**src/rtl/sfifo_rd_if.sv**
```systemverilog
// Read-side adapter for a synchronous FIFO: two-entry (head + skid) buffer with a valid/ready output.
// Optional SFIFO_RDIF_CNT_EN adds a 32-bit accepted-transfer counter on xfer_cnt.
`ifndef RESET_SIG
`define RESET_SIG rst
`endif

module sfifo_rd_if #(
    parameter int WIDTH      = 16,
    parameter int DEPTH_BITS = 3
) (
    input  logic                  clk,
    input  logic                  `RESET_SIG,
    input  logic                  fifo_empty,
    input  logic [WIDTH-1:0]      fifo_dout,
    input  logic [DEPTH_BITS:0]   fifo_count,
    output logic                  fifo_rd,
    input  logic                  flush,
    output logic                  out_valid,
    input  logic                  out_ready,
    output logic [WIDTH-1:0]      out_data,
`ifdef SFIFO_RDIF_CNT_EN
    output logic [31:0]           xfer_cnt,
`endif
    output logic [1:0]            occ
);

    typedef enum logic [1:0] {
        S0 = 2'd0,
        S1 = 2'd1,
        S2 = 2'd2
    } state_t;

    state_t             state_r;
    state_t             state_nxt_s;
    logic [WIDTH-1:0]   head_r;
    logic [WIDTH-1:0]   head_nxt_s;
    logic [WIDTH-1:0]   skid_r;
    logic [WIDTH-1:0]   skid_nxt_s;
    logic               out_valid_r;
    logic               rst_s;
    logic               rd_s;
    logic               accept_s;
    logic               unused_s;

    assign rst_s    = `RESET_SIG;
    // Occupancy is informational only; folded away so it is not left dangling.
    assign unused_s = ^fifo_count;

    // State, head and skid registers plus the registered valid flag.
    always_ff @(posedge clk) begin
        if (rst_s) begin
            state_r     <= S0;
            head_r      <= {WIDTH{1'b0}};
            skid_r      <= {WIDTH{1'b0}};
            out_valid_r <= 1'b0;
        end else begin
            state_r     <= state_nxt_s;
            head_r      <= head_nxt_s;
            skid_r      <= skid_nxt_s;
            out_valid_r <= (state_nxt_s != S0);
        end
    end

    // Next-state and data-path selection; flush wins over any pop or accept.
    always_comb begin
        state_nxt_s = state_r;
        head_nxt_s  = head_r;
        skid_nxt_s  = skid_r;
        case (state_r)
            S0: begin
                if (rd_s) begin
                    state_nxt_s = S1;
                    head_nxt_s  = fifo_dout;
                end else begin
                    state_nxt_s = S0;
                end
            end
            S1: begin
                if (rd_s && accept_s) begin
                    state_nxt_s = S1;
                    head_nxt_s  = fifo_dout;
                end else if (rd_s) begin
                    state_nxt_s = S2;
                    skid_nxt_s  = fifo_dout;
                end else if (accept_s) begin
                    state_nxt_s = S0;
                end else begin
                    state_nxt_s = S1;
                end
            end
            S2: begin
                if (accept_s) begin
                    state_nxt_s = S1;
                    head_nxt_s  = skid_r;
                end else begin
                    state_nxt_s = S2;
                end
            end
            default: begin
                state_nxt_s = S0;
            end
        endcase
        if (flush) begin
            state_nxt_s = S0;
        end else begin
            state_nxt_s = state_nxt_s;
        end
    end

    // Pop strobe and handshake; the pop never looks at out_ready so the FIFO side stays decoupled.
    always_comb begin
        rd_s     = !fifo_empty && !flush && (state_r != S2) && !rst_s;
        accept_s = out_valid_r && out_ready;
    end

    assign fifo_rd   = rd_s;
    assign out_valid = out_valid_r;
    assign out_data  = head_r;
    assign occ       = state_r;

`ifdef SFIFO_RDIF_CNT_EN
    logic [31:0] xfer_cnt_r;

    // Accepted-transfer counter; a flush-cycle handshake is not a transfer, and only reset clears it.
    always_ff @(posedge clk) begin
        if (rst_s) begin
            xfer_cnt_r <= 32'd0;
        end else if (accept_s && !flush) begin
            xfer_cnt_r <= xfer_cnt_r + 32'd1;
        end else begin
            xfer_cnt_r <= xfer_cnt_r;
        end
    end

    assign xfer_cnt = xfer_cnt_r;
`endif

endmodule

```
**config.mk**
```make
export PLATFORM = sky130hd
export DESIGN_NAME = sfifo_rd_if
export DESIGN_NICKNAME = d
export VERILOG_FILES = /design/src/rtl/sfifo_rd_if.sv
export SDC_FILE = /design/constraint.sdc
export NUM_CORES = 1
export LEC_CHECK = 0
export ABC_CLOCK_PERIOD_IN_PS = 2200
export CAP_MARGIN = 20
export CORE_MARGIN = 1
export CORE_UTILIZATION = 50
export DETAILED_ROUTE_END_ITERATION = 7
export HOLD_SLACK_MARGIN = 0.1
export PLACE_DENSITY = 0.87
export SLEW_MARGIN = 20
export SYNTH_ARGS = -nofsm -noshare
export SYNTH_HDL_FRONTEND = slang
export SYNTH_SLANG_ARGS = --single-unit
```
**constraint.sdc**
```tcl
create_clock -name clk -period 2.2 [get_ports clk]
set_input_delay 0.33 -clock clk [delete_from_list [all_inputs] [get_ports clk]]
set_output_delay 0.33 -clock clk [all_outputs]
set_load 0.01 [all_outputs]
```
==> impl_results.md <==
* Synthesized area per cell at 9.34 sq um
* Slew Limit Fails at 0
* Initial DRC count at 34
* Relative slew slack at 0.648
* Worst path cell trace: nor2b_1, nor4_1, clkdlybuf4s50_1
* Core area at 3030 sq um
* Yosys cell types at 25
* Setup Skew at 6.20 ps
* WS Path Type: flop to primary output
* Post-CTS Hold Buffers at 0
* Slowest Stage Delay on Critical Path at 580 ps
* Final setup violation count at 0
* Die X-Extent at 58.2 um
* Initial antenna violation count at 0
* Vias in the first global route at 1543
* Sequential share of the synthesized area at 0.444
* Nets at 233
* TritonCTS clock tree: yes
* Mapped Area at 1580 sq um
* Gr ovfl total at 0
* Starting Density at 0.521
* Fmax at 484 MHz
* Via count at 1533
* Synth warn at 0
* Hold Path Class: flop to flop
* Share of the synthesized area in the top cell type at 0.444
* Die area at 3390 sq um
* Io pins at 45
* Most frequent cells in the layout: clkdlybuf4s50_1 (40), dfxtp_1 (35), a211oi_1 (32), o21ai_0 (17), a21oi_1 (17)
* First-pass DRT Iterations at 4
* Clk slew on worst S/H paths at 110 ps
* Via-to-Cell Ratio at 6.06
* Max VDD drop at 0.000352 V
* Routed Antenna Nets at 0
* All-layer global routing usage at 0.255
* Wirelength per Cell at 15.7 um
* Post-Synthesis Cells at 169
* DPL Wire Length at 2.70 mm
* Cell Pwr Density at 569 nW/um^2
* Critical Path RT at 1870 ps
* Routability cong. at 0.774
* Final hold violations at 0
* Max-cap viol count at 0
* Fin Setup TNS at 0 ps
* Share of post-route cells with drive strength above 1 at 0.100
* Net Count, Synth at 194
* Final core utilization at 0.693
* CP max-delay cell: clkdlybuf4s50_1
* Final worst slack at 135 ps
* Area delta synth->final at 32.9%
* Area leader, netlist: dfxtp_1
* First-pass GRT wire length at 6.55 mm
* PortBufs at 40
* WP buf/inv at 1
* Die H at 58.2 um
* Max FO, Critical Path at 10
* H-tree Lvls at 2
* Leading cell types by total area after synthesis: dfxtp_1 (44%), a211oi_1 (15%), mux2i_1 (10%)
* Clk buf depth at 2
* CP top delay family: buffers and inverters
* Seq cells post-synth at 35
* Number of remaining DRC errors at 0
* Num CTS Buffers at 5
* Rows at 20
* Setup Fix Bufs, Post-CTS at 0
* Data arrival, critical path at 1730 ps
* Min Tclk post-route at 2060 ps
* Most common cell after layout, fill and taps aside: clkdlybuf4s50_1
* Final WL at 3.97 mm
* Worst-Margin Slew at 528 ps
* Worst slack, placed at 68.4 ps
* RSZ-0062 raised after global routing: false
* Final worst-path cycle share at 0.939
* Leakage power at 0.799 nW
* Worst-Skew Late Latency at 340 ps
* # diodes at 0
* Startpoint Class: flop
* Cts repair resizes at 0
* Largest net degree at the start of global routing at 34
* Crit end category: primary output
* Sink Count at 35
* Root Buffer: clkbuf_4
* Status: finished clean
## power by group
part	total [mW]	leakage, nW	switching (mW)	internal, mW
sequential	0.666	0.284	0.0131	0.653
clock	0.332	0.0347	0.213	0.119
combinational	0.196	0.480	0.0923	0.104
total	1.19	0.799	0.318	0.876
## flip-flops by register name (all words and copies together) (netlist names)
name,flops
skid_r,16
out_valid,1
out_data,16
occ,2
## synthesized netlist by cell type
cell,number
mux2i_1,16
nor4_2,1
nand3_1,16
a21bo_1,1
nand2b_1,1
nor4_1,1
and4b_1,1
o21ai_0,17
buf_2,5
or4_1,1
clkbuf_1,11
and4_1,1
a21oi_1,17
a21boi_2,1
o22ai_4,1
buf_4,1
dfxtp_1,35
buf_6,1
and3_1,1
nand3b_1,1
nor2_1,2
nand2_1,2
a211oi_1,32
and3b_1,1
nor2b_1,2
## cells by family (layout without fill, tap and decap cells)
family | count (synthesis) | in the layout | share of synthesized area
AOI/OAI and AO/OA | 69 | 69 | 0.286
buffers and inverters | 18 | 58 | 0.0539
and+or+nand+nor | 31 | 31 | 0.115
DFF | 35 | 35 | 0.444
muxes | 16 | 16 | 0.101
## per-stage QoR
step / instance area, sq um / power [mW] / hold WS [ps] / cells
global route: 2100 / 1.24 / 503 / 253
global placement: 2050 / 0.868 / 459 / 245
finish: 2100 / 1.19 / 481 / 253
floorplan: 1580 / 0.770 / 453 / 169
detailed placement: 2050 / 0.876 / 466 / 245
CTS: 2100 / 1.20 / 480 / 253
## path summary, 6_finish.rpt
check / startpoint / end / slack [ps] / depth (start not counted)
setup reg to reg: occ[1]$_SDFF_PP0_ / out_data[0]$_SDFFE_PP0P_ / 410 / 3
hold reg to reg: skid_r[12]$_SDFFE_PP0P_ / skid_r[12]$_SDFFE_PP0P_ / 480 / 2
hold / removal: skid_r[12]$_SDFFE_PP0P_ / skid_r[12]$_SDFFE_PP0P_ / 480 / 2
setup / recovery: occ[1]$_SDFF_PP0_ / fifo_rd / 140 / 3
## metal layers
metal	vias up	GRT usage	wire [um]
li1	728	-	-
met1	739	0.292	1640
met2	57	0.432	2050
met3	9	0.0714	226
met4	0	0.133	48
met5	-	0	0
## final cells by class
class                           instances  area [sq um]
Timing Repair Buffer                   50           488
Sequential cell                        35           701
Clock inverter                          3          15.0
Multi-Input combinational cell        116           802
Clock buffer                            5          37.5
Tap cell                               44          55.1
Fill cell                             250           930
## worst min-delay path, delay by kind of cell, from the launching register on
family | cells | cell delay, ps
AO/OA/AOI/OAI | 2 | 120
flip-flops | 1 | 320
(Power assumes the default switching activity.)
